## src/rtl/riscv_v_alu_pkg.sv

```systemverilog
// Shared definitions for the integer execution unit: divider FSM encoding
// and the divide-by-zero result convention used by every divide flavour.
package riscv_v_alu_pkg;

  typedef enum logic [1:0] {
    DIV_IDLE = 2'd0,
    DIV_CALC = 2'd1,
    DIV_DONE = 2'd2
  } div_state_e;

  // A zero divisor yields an all-ones quotient (replicate this bit to the
  // operand width) and returns the dividend unchanged as the remainder.
  localparam logic DIV0_QUOTIENT_BIT = 1'b1;

endpackage

```

## src/rtl/adder_nbit.sv

```systemverilog
// N-bit adder with carry in/out; behavioral, ripple-carry or
// carry-lookahead implementation selected by parameter.
module adder_nbit #(
  parameter int N            = 8,
  parameter bit BEHAVIORAL   = 1'b0,
  parameter bit RIPPLE_CARRY = 1'b1
) (
  input  logic [N-1:0] a,
  input  logic [N-1:0] b,
  input  logic         cin,
  output logic [N-1:0] sum,
  output logic         cout
);

  generate
    if (BEHAVIORAL) begin : g_behav
      assign {cout, sum} = {1'b0, a} + {1'b0, b} + {{N{1'b0}}, cin};
    end else begin : g_struct
      logic [N-1:0] g;
      logic [N-1:0] p;
      logic [N:0]   c;

      assign g = a & b;
      assign p = a ^ b;

      if (RIPPLE_CARRY) begin : g_ripple
        always_comb begin
          c    = '0;
          c[0] = cin;
          for (int i = 0; i < N; i++) begin
            c[i+1] = g[i] | (p[i] & c[i]);
          end
        end
      end else begin : g_cla
        // Each carry is a flat sum of generate terms so no carry depends on another.
        always_comb begin
          logic carry;
          logic term;
          c     = '0;
          carry = 1'b0;
          term  = 1'b0;
          c[0]  = cin;
          for (int i = 0; i < N; i++) begin
            carry = cin;
            for (int j = 0; j <= i; j++) carry = carry & p[j];
            for (int j = 0; j <= i; j++) begin
              term = g[j];
              for (int k = j + 1; k <= i; k++) term = term & p[k];
              carry = carry | term;
            end
            c[i+1] = carry;
          end
        end
      end

      assign sum  = p ^ c[N-1:0];
      assign cout = c[N];
    end
  endgenerate

endmodule

```

## src/rtl/div_step.sv

```systemverilog
// One combinational restoring-division step: shift in the next dividend bit,
// trial-subtract the divisor, keep the difference only if it did not borrow.
module div_step #(
  parameter int WIDTH        = 8,
  parameter bit BEHAVIORAL   = 1'b0,
  parameter bit RIPPLE_CARRY = 1'b1
) (
  input  logic [WIDTH-1:0] rem,
  input  logic             dividend_msb,
  input  logic [WIDTH-1:0] b,
  output logic [WIDTH-1:0] next_rem,
  output logic             qbit
);

  logic [WIDTH:0] s;
  logic [WIDTH:0] d;
  logic           no_borrow;
  logic           unused_d_msb;

  assign s = {rem, dividend_msb};

  adder_nbit #(
    .N           (WIDTH + 1),
    .BEHAVIORAL  (BEHAVIORAL),
    .RIPPLE_CARRY(RIPPLE_CARRY)
  ) u_sub (
    .a   (s),
    .b   (~{1'b0, b}),
    .cin (1'b1),
    .sum (d),
    .cout(no_borrow)
  );

  // The partial remainder stays below the divisor, so a kept difference fits in WIDTH bits.
  assign unused_d_msb = d[WIDTH];
  assign qbit         = no_borrow;
  assign next_rem     = no_borrow ? d[WIDTH-1:0] : s[WIDTH-1:0];

endmodule

```

## src/rtl/div_array_seq.sv

```systemverilog
// Iterative unsigned restoring divider: one quotient bit per clock,
// WIDTH cycles from accept to done, start/done handshake.
module div_array_seq
  import riscv_v_alu_pkg::*;
#(
  parameter int WIDTH        = 8,
  parameter bit BEHAVIORAL   = 1'b0,
  parameter bit RIPPLE_CARRY = 1'b1
) (
  input  logic             clk,
  input  logic             rst,
  input  logic             start,
  input  logic [WIDTH-1:0] A,
  input  logic [WIDTH-1:0] B,
  output logic             busy,
  output logic             done,
  output logic [WIDTH-1:0] quotient,
  output logic [WIDTH-1:0] remainder,
  output logic             div_by_zero
);

  localparam int              CW         = $clog2(WIDTH);
  localparam logic [CW-1:0]   COUNT_INIT = CW'(WIDTH - 1);

  div_state_e       state, next_state;
  logic [WIDTH-1:0] dividend_q;
  logic [WIDTH-1:0] divisor_q;
  logic [WIDTH-1:0] rem_q;
  logic [CW-1:0]    count;
  logic [WIDTH-1:0] step_rem;
  logic             step_qbit;
  logic             accept;
  logic             b_is_zero;
  logic [WIDTH-1:0] next_dividend;

  assign b_is_zero     = (B == '0);
  assign accept        = start && (state != DIV_CALC);
  assign next_dividend = {dividend_q[WIDTH-2:0], step_qbit};

  div_step #(
    .WIDTH       (WIDTH),
    .BEHAVIORAL  (BEHAVIORAL),
    .RIPPLE_CARRY(RIPPLE_CARRY)
  ) u_step (
    .rem         (rem_q),
    .dividend_msb(dividend_q[WIDTH-1]),
    .b           (divisor_q),
    .next_rem    (step_rem),
    .qbit        (step_qbit)
  );

  always_ff @(posedge clk or posedge rst) begin
    if (rst) state <= DIV_IDLE;
    else     state <= next_state;
  end

  // A division-by-zero request skips CALC entirely and reports in the very next cycle.
  always_comb begin
    next_state = state;
    case (state)
      DIV_IDLE, DIV_DONE: begin
        if (start) next_state = b_is_zero ? DIV_DONE : DIV_CALC;
        else       next_state = DIV_IDLE;
      end
      DIV_CALC: begin
        if (count == '0) next_state = DIV_DONE;
      end
      default: next_state = DIV_IDLE;
    endcase
  end

  always_ff @(posedge clk or posedge rst) begin
    if (rst) begin
      dividend_q  <= '0;
      divisor_q   <= '0;
      rem_q       <= '0;
      count       <= '0;
      quotient    <= '0;
      remainder   <= '0;
      div_by_zero <= 1'b0;
    end else if (accept) begin
      if (b_is_zero) begin
        quotient    <= {WIDTH{DIV0_QUOTIENT_BIT}};
        remainder   <= A;
        div_by_zero <= 1'b1;
      end else begin
        dividend_q  <= A;
        divisor_q   <= B;
        rem_q       <= '0;
        count       <= COUNT_INIT;
        div_by_zero <= 1'b0;
      end
    end else if (state == DIV_CALC) begin
      dividend_q <= next_dividend;
      rem_q      <= step_rem;
      count      <= count - 1'b1;
      // Results only move on the final step so they stay stable between operations.
      if (count == '0) begin
        quotient  <= next_dividend;
        remainder <= step_rem;
      end
    end
  end

  assign busy = (state == DIV_CALC);
  assign done = (state == DIV_DONE);

endmodule
```

## config.mk

```make
export PLATFORM = sky130hd
export DESIGN_NAME = div_array_seq
export DESIGN_NICKNAME = d
export VERILOG_FILES = /design/src/rtl/riscv_v_alu_pkg.sv /design/src/rtl/adder_nbit.sv /design/src/rtl/div_step.sv /design/src/rtl/div_array_seq.sv
export SDC_FILE = /design/constraint.sdc
export NUM_CORES = 1
export LEC_CHECK = 0
export ABC_CLOCK_PERIOD_IN_PS = 6300
export CORE_UTILIZATION = 53
export CTS_BUF_LIST = sky130_fd_sc_hd__clkbuf_8
export DETAILED_ROUTE_END_ITERATION = 10
export GPL_TIMING_DRIVEN = 0
export PLACE_DENSITY = 0.82
export RECOVER_POWER = 100
export SLEW_MARGIN = 20
export SYNTH_ARGS = -nofsm -noshare
export SYNTH_HDL_FRONTEND = slang
export SYNTH_HIERARCHICAL = 1
export SYNTH_SLANG_ARGS = --single-unit
export TNS_END_PERCENT = 20
```

## constraint.sdc

```tcl
create_clock -name clk -period 6.3 [get_ports clk]
set_input_delay 0.945 -clock clk [delete_from_list [all_inputs] [get_ports clk]]
set_output_delay 0.945 -clock clk [all_outputs]
set_load 0.01 [all_outputs]
```

* Yosys cells after proc, flatten, opt, wreduce, memory -nomap -nowiden *
Cells that the tools add are included.

operators by class
  $add $sub $neg = 1
  eq/ne operators = 6
  multiplexer cells = 23
  bitwise gates (word level) = 22
  reduce and logical (&&, ||, !) cells = 10

operator list
  cell                                                 count
  two-way mux 8 bit                                    15
  AND 9 bit                                            1
  two-way mux 3 bit                                    3
  inverter 8 -> 9 bit                                  1
  OR 1 bit                                             9
  XOR 9 bit                                            1
  AND 1 bit                                            8
  logical NOT 8 bit                                    1
  XOR 8 bit                                            1
  two-way mux 2 bit                                    3
  != test 2 x 1 -> 1 bit, second input constant        3
  one-hot mux 2 bit (2 select lines)                   1
  AND reduction 2 bit                                  2
  nonzero test 2 bit                                   2
  logical NOT 3 bit                                    1
  AND reduction 3 bit                                  1
  subtractor 3 x 1 -> 3 bit, second input constant     1
  equality test 2 x 1 -> 1 bit, second input constant  1
  equality test 2 bit, second input constant           1
  logical NOT 2 bit                                    1
  != test 2 bit, second input constant                 1
  OR reduction 2 bit                                   1
  logical AND 1 bit                                    1
  two-way mux 1 bit                                    1
  inverter 1 bit                                       1

word-level totals
  register bits = 46
  bits of input ports = 19
  output and inout port bits = 19

* Logic depth before layout (Yosys ltp) *
Gate-level depths: netlist (run 1).

  depth in word-level cells = 23
  depth in mapped cells = 18
  gate-level depth less buffers = 17

* Modules after synthesis *
The synthesis (run 1) kept the hierarchy.

modules (own cells, without submodules)
  module         times used  cells an instance  area each (um2)  seq. area each (um2)
  div_array_seq  1           203                2,173.3          1,151.1
  adder_nbit     1           19                 217.7            0.0
  div_step       1           18                 165.2            0.0

* Worst setup path after synthesis (run 1) *
Ideal clock, no wire load.

  kind = register to register
  from = register dividend_q[7]
  to = register remainder[0]
  library setup time = 0.123 ns
  arrival time = 4.225 ns
  data required time = 6.177 ns
  path slack = 1.952 ns
  cell stages (with the launch flop) = 18
  path buffers = 1
  clock period less this slack = 4.348 ns
  cells stage by stage = dfrtp_1 -> inv_1 -> fa_1 -> inv_1 -> fa_1 -> fa_1 -> fa_1 -> fa_1 -> fa_1 -> fa_1 -> fa_1 -> inv_1 -> fa_1 -> inv_1 -> buf_6 -> mux2_4 -> nand2b_1 -> o221a_1

between the ends
  word-level cells in the longest chain between the ends = 22
  elaborated cells on any way between the ends = 24
  those cells by class = 4 x mux; 20 x bitwise

ends and longest elaborated chain
  element                                        RTL line                            text
  start: declaration                             div_array_seq.sv:26                 logic [WIDTH-1:0] dividend_q;
  start signal: assignment                       div_array_seq.sv:94                 dividend_q <= next_dividend;
  AND 9 bit / XOR 9 bit (equally long branches)  adder_nbit.sv:23, adder_nbit.sv:24
  OR 1 bit *                                     adder_nbit.sv:31                    c[i+1] = g[i] | (p[i] & c[i]);
  AND 1 bit *                                    adder_nbit.sv:31
  OR 1 bit *                                     adder_nbit.sv:31
  AND 1 bit *                                    adder_nbit.sv:31
  OR 1 bit *                                     adder_nbit.sv:31
  AND 1 bit *                                    adder_nbit.sv:31
  OR 1 bit *                                     adder_nbit.sv:31
  [... 8 more ...]                               --
  AND 1 bit *                                    adder_nbit.sv:31
  OR 1 bit *                                     adder_nbit.sv:31
  net step_qbit                                  div_array_seq.sv:31                 logic step_qbit;
  two-way mux 8 bit *                            div_step.sv:37                      assign next_rem = no_borrow ? d[WIDTH-1:0] : s[WIDTH-1:0];
  net step_rem[0]                                div_array_seq.sv:30                 logic [WIDTH-1:0] step_rem;
  two-way mux 8 bit *                            div_array_seq.sv:98                 if (count == '0) begin
  two-way mux 8 bit *                            div_array_seq.sv:93                 end else if (state == DIV_CALC) begin
  two-way mux 8 bit *                            div_array_seq.sv:81                 end else if (accept) begin
  end signal: assignment                         div_array_seq.sv:100                remainder <= step_rem;
  end: declaration                               div_array_seq.sv:18                 output logic [WIDTH-1:0] remainder,

Mark *: on every way through the listed nets, which the timed path passes. The rest lies on a longest branch. The select of a mux whose other input is x is not followed.
A chain may end at the register's enable or synchronous reset.

* Final worst setup path (run 1) *
  from = register dividend_q[7]
  to = register remainder[6]

The elaborated chain is that of the path after synthesis.

==> results_tabular.tex, run 1 <==
\begin{tabular}{lr}
\hline
Metric & Value \\
\hline
\multicolumn{2}{l}{\textbf{Outcome}} \\
Failing checks & DRC, capacitance limit, slew limit \\
Outcome & finished, violations left \\
\multicolumn{2}{l}{\textbf{Final layout}} \\
Fill cell count & 381 \\
Final antenna diode count & 0 \\
Storage element area & 0.00115 sq mm \\
Final Instance Area & 0.00304 sq mm \\
Growth of design area from synthesis to finish & 19.1\% \\
Net total in the final layout & roughly 320 \\
Multi-input gate area in the final layout & 0.00120 sq mm \\
Share of layout cells above drive strength 1 & 0.0632 \\
\multicolumn{2}{l}{\textbf{Worst setup path}} \\
Endpoint required time on the critical path & 6.49 ns \\
CP top delay family & adder cells \\
Maximum fanout encountered on the critical timing path & 8 \\
Worst setup path category & reg2reg \\
Critical path launch point type & register \\
Cell Chain, Critical Path & inv\_1 -> fa\_1 -> inv\_1 -> fa\_1 -> fa\_1 -> fa\_1 -> fa\_1 -> fa\_1 -> fa\_1 -> fa\_1 -> inv\_1 -> fa\_1 -> inv\_1 -> clkbuf\_1 -> mux2\_1 -> nand2b\_1 -> o221a\_1 \\
Critical path data arrival time & between 5 and 6 ns \\
Worst reg2reg setup slack & roughly 1.4 ns \\
CP endpoint kind & register \\
Cell with the most instances on the worst path & sky130\_fd\_sc\_hd\_\_fa\_1 \\
Slowest library cell on the worst path & sky130\_fd\_sc\_hd\_\_dfrtp\_1 \\
Largest stage delay on the critical path & 0.42 ns \\
Bufs and invs on worst path & 5 \\
\multicolumn{2}{l}{\textbf{Timing}} \\
Transition at the pin with the smallest max-transition slack & 1.76 ns \\
Final worst clock skew & $\sim$0.011 ns \\
Setup repair after global routing missed its margin & no \\
Normalized max-slew margin & -0.182 \\
Total negative slack for setup checks & 0 ns \\
Final hold vios & 0 \\
Period utilization & 0.779 \\
Post-layout minimum cycle time & 4.90 ns \\
Max frequency & 0.204 GHz \\
Count of final setup violators & 0 \\
Pins over their slew limit & 42 \\
\multicolumn{2}{l}{\textbf{CTS}} \\
Hold-fix buffers at CTS & 0 \\
Maximum number of buffers from clock root to sink & 2 \\
Number of buffers inserted during clock tree synthesis & 5 \\
Clock latency on the worst-skew pair & 0.30 ns \\
Post-CTS Setup Inserts & 0 \\
TritonCTS clock tree & done \\
Buffer cell driving the clock tree root & sky130\_fd\_sc\_hd\_\_clkbuf\_8 \\
Cts repair resizes & 0 \\
\# H-tree levels & 2 \\
CTS clock-pin slew for the worst setup and hold paths & about 0.09 ns \\
Total clock sinks & 46 \\
\multicolumn{2}{l}{\textbf{Global routing}} \\
Largest net degree at the start of global routing & 31 \\
Global-route wire length before repair & 9.41 mm \\
Initial antenna violation count & 0 \\
Overall track demand over capacity in global routing & 0.246 \\
Number of global-route vias before repair & 1916 \\
Total gr overflow & 0 \\
\multicolumn{2}{l}{\textbf{Route}} \\
Number of nets still failing antenna checks after routing & 0 \\
DRC Markers & 5 \\
Vias post-DR & 2016 \\
Initial DRC count & 167 \\
Vias per std cell & 5.98 \\
First-pass detailed-route iteration total & 7 \\
Routed WL per cell & roughly 17 um \\
Routed wire length & about 5.6 mm \\
\multicolumn{2}{l}{\textbf{Die}} \\
Die Footprint & 0.00510 sq mm \\
Floorplan core area & around 0.0045 sq mm \\
Floorplan die width & 71.4 um \\
Number of top-level pins & 38 \\
Number of standard-cell rows in the floorplan & 24 \\
Vertical die dimension & $\sim$70 um \\
Initial Utilization & 0.567 \\
\multicolumn{2}{l}{\textbf{Power and ir drop}} \\
Leakage power total & 1.34 nW \\
Largest vdd supply drop & slightly above 200 uV \\
Power per cell area & 465 mW/mm\^{}2 \\
\multicolumn{2}{l}{\textbf{Logic synthesis}} \\
Netlist area before placement & 0.00255 sq mm \\
Count of warnings emitted by yosys & 6 \\
Number of cells produced by synthesis & about 240 \\
Mean instance size in the synthesized netlist & 10.7 sq um \\
\multicolumn{2}{l}{\textbf{Placement}} \\
Number of buffers inserted by port buffering & 37 \\
Detailed placer's ending HPWL & 4.13 mm \\
Placed cell area & 0.00301 sq mm \\
Routability Congestion & 0.834 \\
\multicolumn{2}{l}{\textbf{Flow run}} \\
Max Cap Violations & 2 \\
\multicolumn{2}{l}{\textbf{Hold path}} \\
Path type of the worst min-delay path & reg2reg \\
\hline
\end{tabular}
report_power, final:
part / internal (mW) / switching, mW
clock network: 0.127 / 0.0993
registers: 0.427 / 0.0894
logic: 0.325 / 0.345
final timing paths:
kind | start | endpoint | depth (start not counted)
setup / recovery | dividend_q[7]$_DFFE_PP0P_ | remainder[6]$_DFFE_PP0P_ | 17
hold / removal | divisor_q[3]$_DFFE_PP0P_ | divisor_q[3]$_DFFE_PP0P_ | 1
setup reg to reg | dividend_q[7]$_DFFE_PP0P_ | remainder[6]$_DFFE_PP0P_ | 17
hold reg to reg | divisor_q[3]$_DFFE_PP0P_ | divisor_q[3]$_DFFE_PP0P_ | 1
max in group asynchronous | rst | state[1]$_DFFE_PP0P_ | 3
min in group asynchronous | rst | remainder[7]$_DFFE_PP0P_ | 2
routing by layer:
layer	up-vias	global-route usage	share of wire
li1	949	-	-
met1	975	0.334	0.46
met2	77	0.374	0.46
met3	15	0.0506	0.057
met4	0	0.129	0.027
met5	-	0	0
flip-flops by register name, indices dropped and copies added (netlist names):
signal / flops
rem_q: 8
count: 3
state: 2
div_by_zero: 1
dividend_q: 8
quotient: 8
divisor_q: 8
remainder: 8
metrics by stage:
| step | hold slack (ns) | power (mW) | utilization | cells | setup slack (ns) |
|---|---|---|---|---|---|
| 3_5_place_dp | 0.496 | 1.27 | 0.669 | 330 | 1.59 |
| 3_3_place_gp | 0.488 | 1.23 | 0.664 | 329 | 1.68 |
| 2_1_floorplan | 0.479 | 1.03 | - | 240 | 1.95 |
| 5_1_grt | 0.526 | 1.53 | 0.675 | 337 | 1.18 |
| 4_1_cts | 0.513 | 1.50 | 0.694 | 337 | 1.57 |
| 6_report | 0.510 | 1.41 | 0.675 | 337 | 1.40 |
placed cells by master, fill, tap and decap left out, types with 9 or more instances in the layout:
master                            instances
sky130_fd_sc_hd__nand2b_1                 9
sky130_fd_sc_hd__fa_1                     9
sky130_fd_sc_hd__nand2_1                 17
sky130_fd_sc_hd__nor2_1                  20
sky130_fd_sc_hd__o21ai_0                 10
sky130_fd_sc_hd__clkbuf_1                14
sky130_fd_sc_hd__a21oi_1                 10
sky130_fd_sc_hd__inv_1                   23
sky130_fd_sc_hd__clkdlybuf4s50_1         16
sky130_fd_sc_hd__dlygate4sd3_1           21
sky130_fd_sc_hd__and3b_1                  9
sky130_fd_sc_hd__nand4_1                  9
sky130_fd_sc_hd__dfrtp_1                 46
layout make-up:
class / count / area share
sequential: 46 / 0.379
clock buffer: 6 / 0.0272
clock inverter: 1 / 0.00988
timing repair buffer: 38 / 0.123
buffer: 14 / 0.0173
multi-input combinational: 157 / 0.394
inverter: 23 / 0.0284
tap: 52 / 0.0214
(Power assumes the default switching activity.)
==> run 2, diff against run 1 <==
ABC_CLOCK_PERIOD_IN_PS = 4900   (was 6300)
clock period = 4.9 ns   (was 6.3 ns; I/O delays follow)
==> run 2 against run 1 <==
Net effect:
- the flow still finishes with violations (DRC, capacitance limit, slew limit)
- worst setup slack worse by 1.2 ns
- final area increased by 1.1%
- non-clock buffer count unchanged
- total power rose by 33%
- maximum frequency grew 3.7%
- hold slack about the same
- largest power group unchanged
- highest routed layer unchanged
==> results_tabular.tex, run 2 (same netlist as run 1, synthesis figures left out) <==
\begin{tabular}{lr}
\hline
Metric & Value \\
\hline
\multicolumn{2}{l}{\textbf{Outcome}} \\
Outcome & finished, violations left \\
Failing checks & DRC, capacitance limit, slew limit \\
\multicolumn{2}{l}{\textbf{Global routing}} \\
Global-route wire length before repair & 9.41 mm \\
Largest net degree at the start of global routing & 31 \\
Overall track demand over capacity in global routing & 0.246 \\
Number of global-route vias before repair & 1916 \\
Initial antenna violation count & 0 \\
Total gr overflow & 0 \\
\multicolumn{2}{l}{\textbf{Final layout}} \\
Commonest non-fill, non-tap cells in the layout & sky130\_fd\_sc\_hd\_\_dfrtp\_1, sky130\_fd\_sc\_hd\_\_inv\_1, sky130\_fd\_sc\_hd\_\_dlygate4sd3\_1 \\
Final Instance Area & $\sim$0.0031 sq mm \\
Final antenna diode count & 0 \\
Post-route core utilization & 0.682 \\
Net total in the final layout & between 300 and 400 \\
Fill cell count & 372 \\
Growth of design area from synthesis to finish & 20.4\% \\
Most common cell after layout, fill and taps aside & sky130\_fd\_sc\_hd\_\_dfrtp\_1 \\
Share of layout cells above drive strength 1 & 0.0912 \\
Final std cells w/o fill & 337 \\
\multicolumn{2}{l}{\textbf{Die}} \\
Floorplan core area & approximately 0.0045 sq mm \\
Floorplan die width & 71.4 um \\
Number of top-level pins & 38 \\
Initial Utilization & 0.567 \\
Vertical die dimension & 71.4 um \\
Number of standard-cell rows in the floorplan & 24 \\
Die Footprint & between 0.005 and 0.006 sq mm \\
\multicolumn{2}{l}{\textbf{Worst setup path}} \\
Bufs and invs on worst path & 5 \\
Critical path launch point type & register \\
Critical path data arrival time & 4.92 ns \\
Endpoint required time on the critical path & 5.09 ns \\
R2r endpoint & remainder[6]\$\_DFFE\_PP0P\_ \\
Register-to-Register Path Depth & 17 \\
Largest stage delay on the critical path & 0.42 ns \\
Cell Chain, Critical Path & inv\_1 -> fa\_1 -> inv\_1 -> fa\_1 -> fa\_1 -> fa\_2 -> fa\_1 -> fa\_1 -> fa\_1 -> fa\_1 -> inv\_1 -> fa\_1 -> inv\_1 -> buf\_6 -> mux2\_1 -> nand2b\_1 -> o221a\_1 \\
Worst setup path category & reg2reg \\
Slowest library cell on the worst path & sky130\_fd\_sc\_hd\_\_dfrtp\_1 \\
Startpoint of the most critical register-to-register path & dividend\_q[7]\$\_DFFE\_PP0P\_ \\
CP top delay family & adder cells \\
CP endpoint kind & register \\
Maximum fanout encountered on the critical timing path & 8 \\
Cell with the most instances on the worst path & sky130\_fd\_sc\_hd\_\_fa\_1 \\
Worst reg2reg setup slack & 0.17 ns \\
\multicolumn{2}{l}{\textbf{CTS}} \\
Buffer cell driving the clock tree root & sky130\_fd\_sc\_hd\_\_clkbuf\_8 \\
Hold-fix buffers at CTS & 0 \\
Post-CTS Setup Inserts & 0 \\
Cts repair resizes & 0 \\
Total clock sinks & 46 \\
CTS clock-pin slew for the worst setup and hold paths & 0.09 ns \\
Maximum number of buffers from clock root to sink & 2 \\
Number of buffers inserted during clock tree synthesis & 5 \\
Clock latency on the worst-skew pair & roughly 0.30 ns \\
TritonCTS clock tree & done \\
\# H-tree levels & 2 \\
\multicolumn{2}{l}{\textbf{Timing}} \\
Normalized max-slew margin & -0.173 \\
Pins over their slew limit & 42 \\
Count of final setup violators & 0 \\
Transition at the pin with the smallest max-transition slack & approximately 1.7 ns \\
Max frequency & 0.211 GHz \\
Final worst clock skew & around 0.010 ns \\
Period utilization & 0.965 \\
Total negative slack for setup checks & 0 ns \\
Worst hold margin & 0.510 ns \\
Post-layout minimum cycle time & 4.73 ns \\
Setup slack after layout & 0.170 ns \\
Setup repair after global routing missed its margin & no \\
Final hold vios & 0 \\
\multicolumn{2}{l}{\textbf{Power and ir drop}} \\
Power per cell area & a little over 600 mW/mm\^{}2 \\
Largest vdd supply drop & 267 uV \\
Leakage power total & roughly 1.4 nW \\
Overall power & 1.87 mW \\
\multicolumn{2}{l}{\textbf{Placement}} \\
Routability Congestion & 0.834 \\
Worst setup timing slack at the placement stage & 0.193 ns \\
Number of buffers inserted by port buffering & 37 \\
Placed Cells incl. Taps & 330 \\
Detailed placer's ending HPWL & 4.13 mm \\
Placed cell area & 0.00301 sq mm \\
\multicolumn{2}{l}{\textbf{Hold path}} \\
Path type of the worst min-delay path & reg2reg \\
Hold path start & divisor\_q[3]\$\_DFFE\_PP0P\_ \\
Hold Path Cell Cnt & 1 \\
End of the worst hold path & divisor\_q[3]\$\_DFFE\_PP0P\_ \\
\multicolumn{2}{l}{\textbf{Route}} \\
First-pass detailed-route iteration total & 7 \\
Number of nets still failing antenna checks after routing & 0 \\
DRC Markers & 5 \\
Routed wire length & 5.58 mm \\
Vias per std cell & a little under 6 \\
Routed WL per cell & 16.6 um \\
Vias post-DR & 2004 \\
Initial DRC count & about 210 \\
\multicolumn{2}{l}{\textbf{Flow run}} \\
Max Cap Violations & 2 \\
\hline
\end{tabular}
## run 2: how the worst max path moves through the flow
stage	cells past startpoint	end	start	slack, ns
after floorplan	17	remainder[0]$_DFFE_PP0P_	dividend_q[7]$_DFFE_PP0P_	0.55
after global placement	17	remainder[0]$_DFFE_PP0P_	dividend_q[7]$_DFFE_PP0P_	0.28
after detailed placement	17	remainder[6]$_DFFE_PP0P_	dividend_q[7]$_DFFE_PP0P_	0.19
after CTS	17	remainder[6]$_DFFE_PP0P_	dividend_q[7]$_DFFE_PP0P_	0.17
after global routing	17	remainder[6]$_DFFE_PP0P_	dividend_q[7]$_DFFE_PP0P_	0.03
final	17	remainder[6]$_DFFE_PP0P_	dividend_q[7]$_DFFE_PP0P_	0.17
## run 2: per-layer routing
layer | wire [um] | vias to the layer above | global-route usage | part of all wire
met1 | 2510 | 963 | 0.334 | 0.45
met3 | 329 | 15 | 0.0506 | 0.059
met5 | 0 | - | 0 | 0
met4 | 164 | 0 | 0.129 | 0.029
met2 | 2580 | 80 | 0.374 | 0.46
li1 | - | 946 | - | -
## run 2: final cells by class
type / count / area [sq um] / share of cell area
clock inverters: 1 / 30.0 / 0.00977
plain buffers: 14 / 60.1 / 0.0195
multi-input cells: 157 / 1220 / 0.398
clock buffers: 6 / 82.6 / 0.0269
flip-flops and latches: 46 / 1150 / 0.375
inverters: 23 / 86.3 / 0.0281
repair buffers: 38 / 374 / 0.122
well taps: 52 / 65.1 / 0.0212
## run 2: where the power goes
group,switching (mW),internal [mW]
clock network,0.128,0.163
registers,0.116,0.549
logic,0.447,0.472
total,0.691,1.18
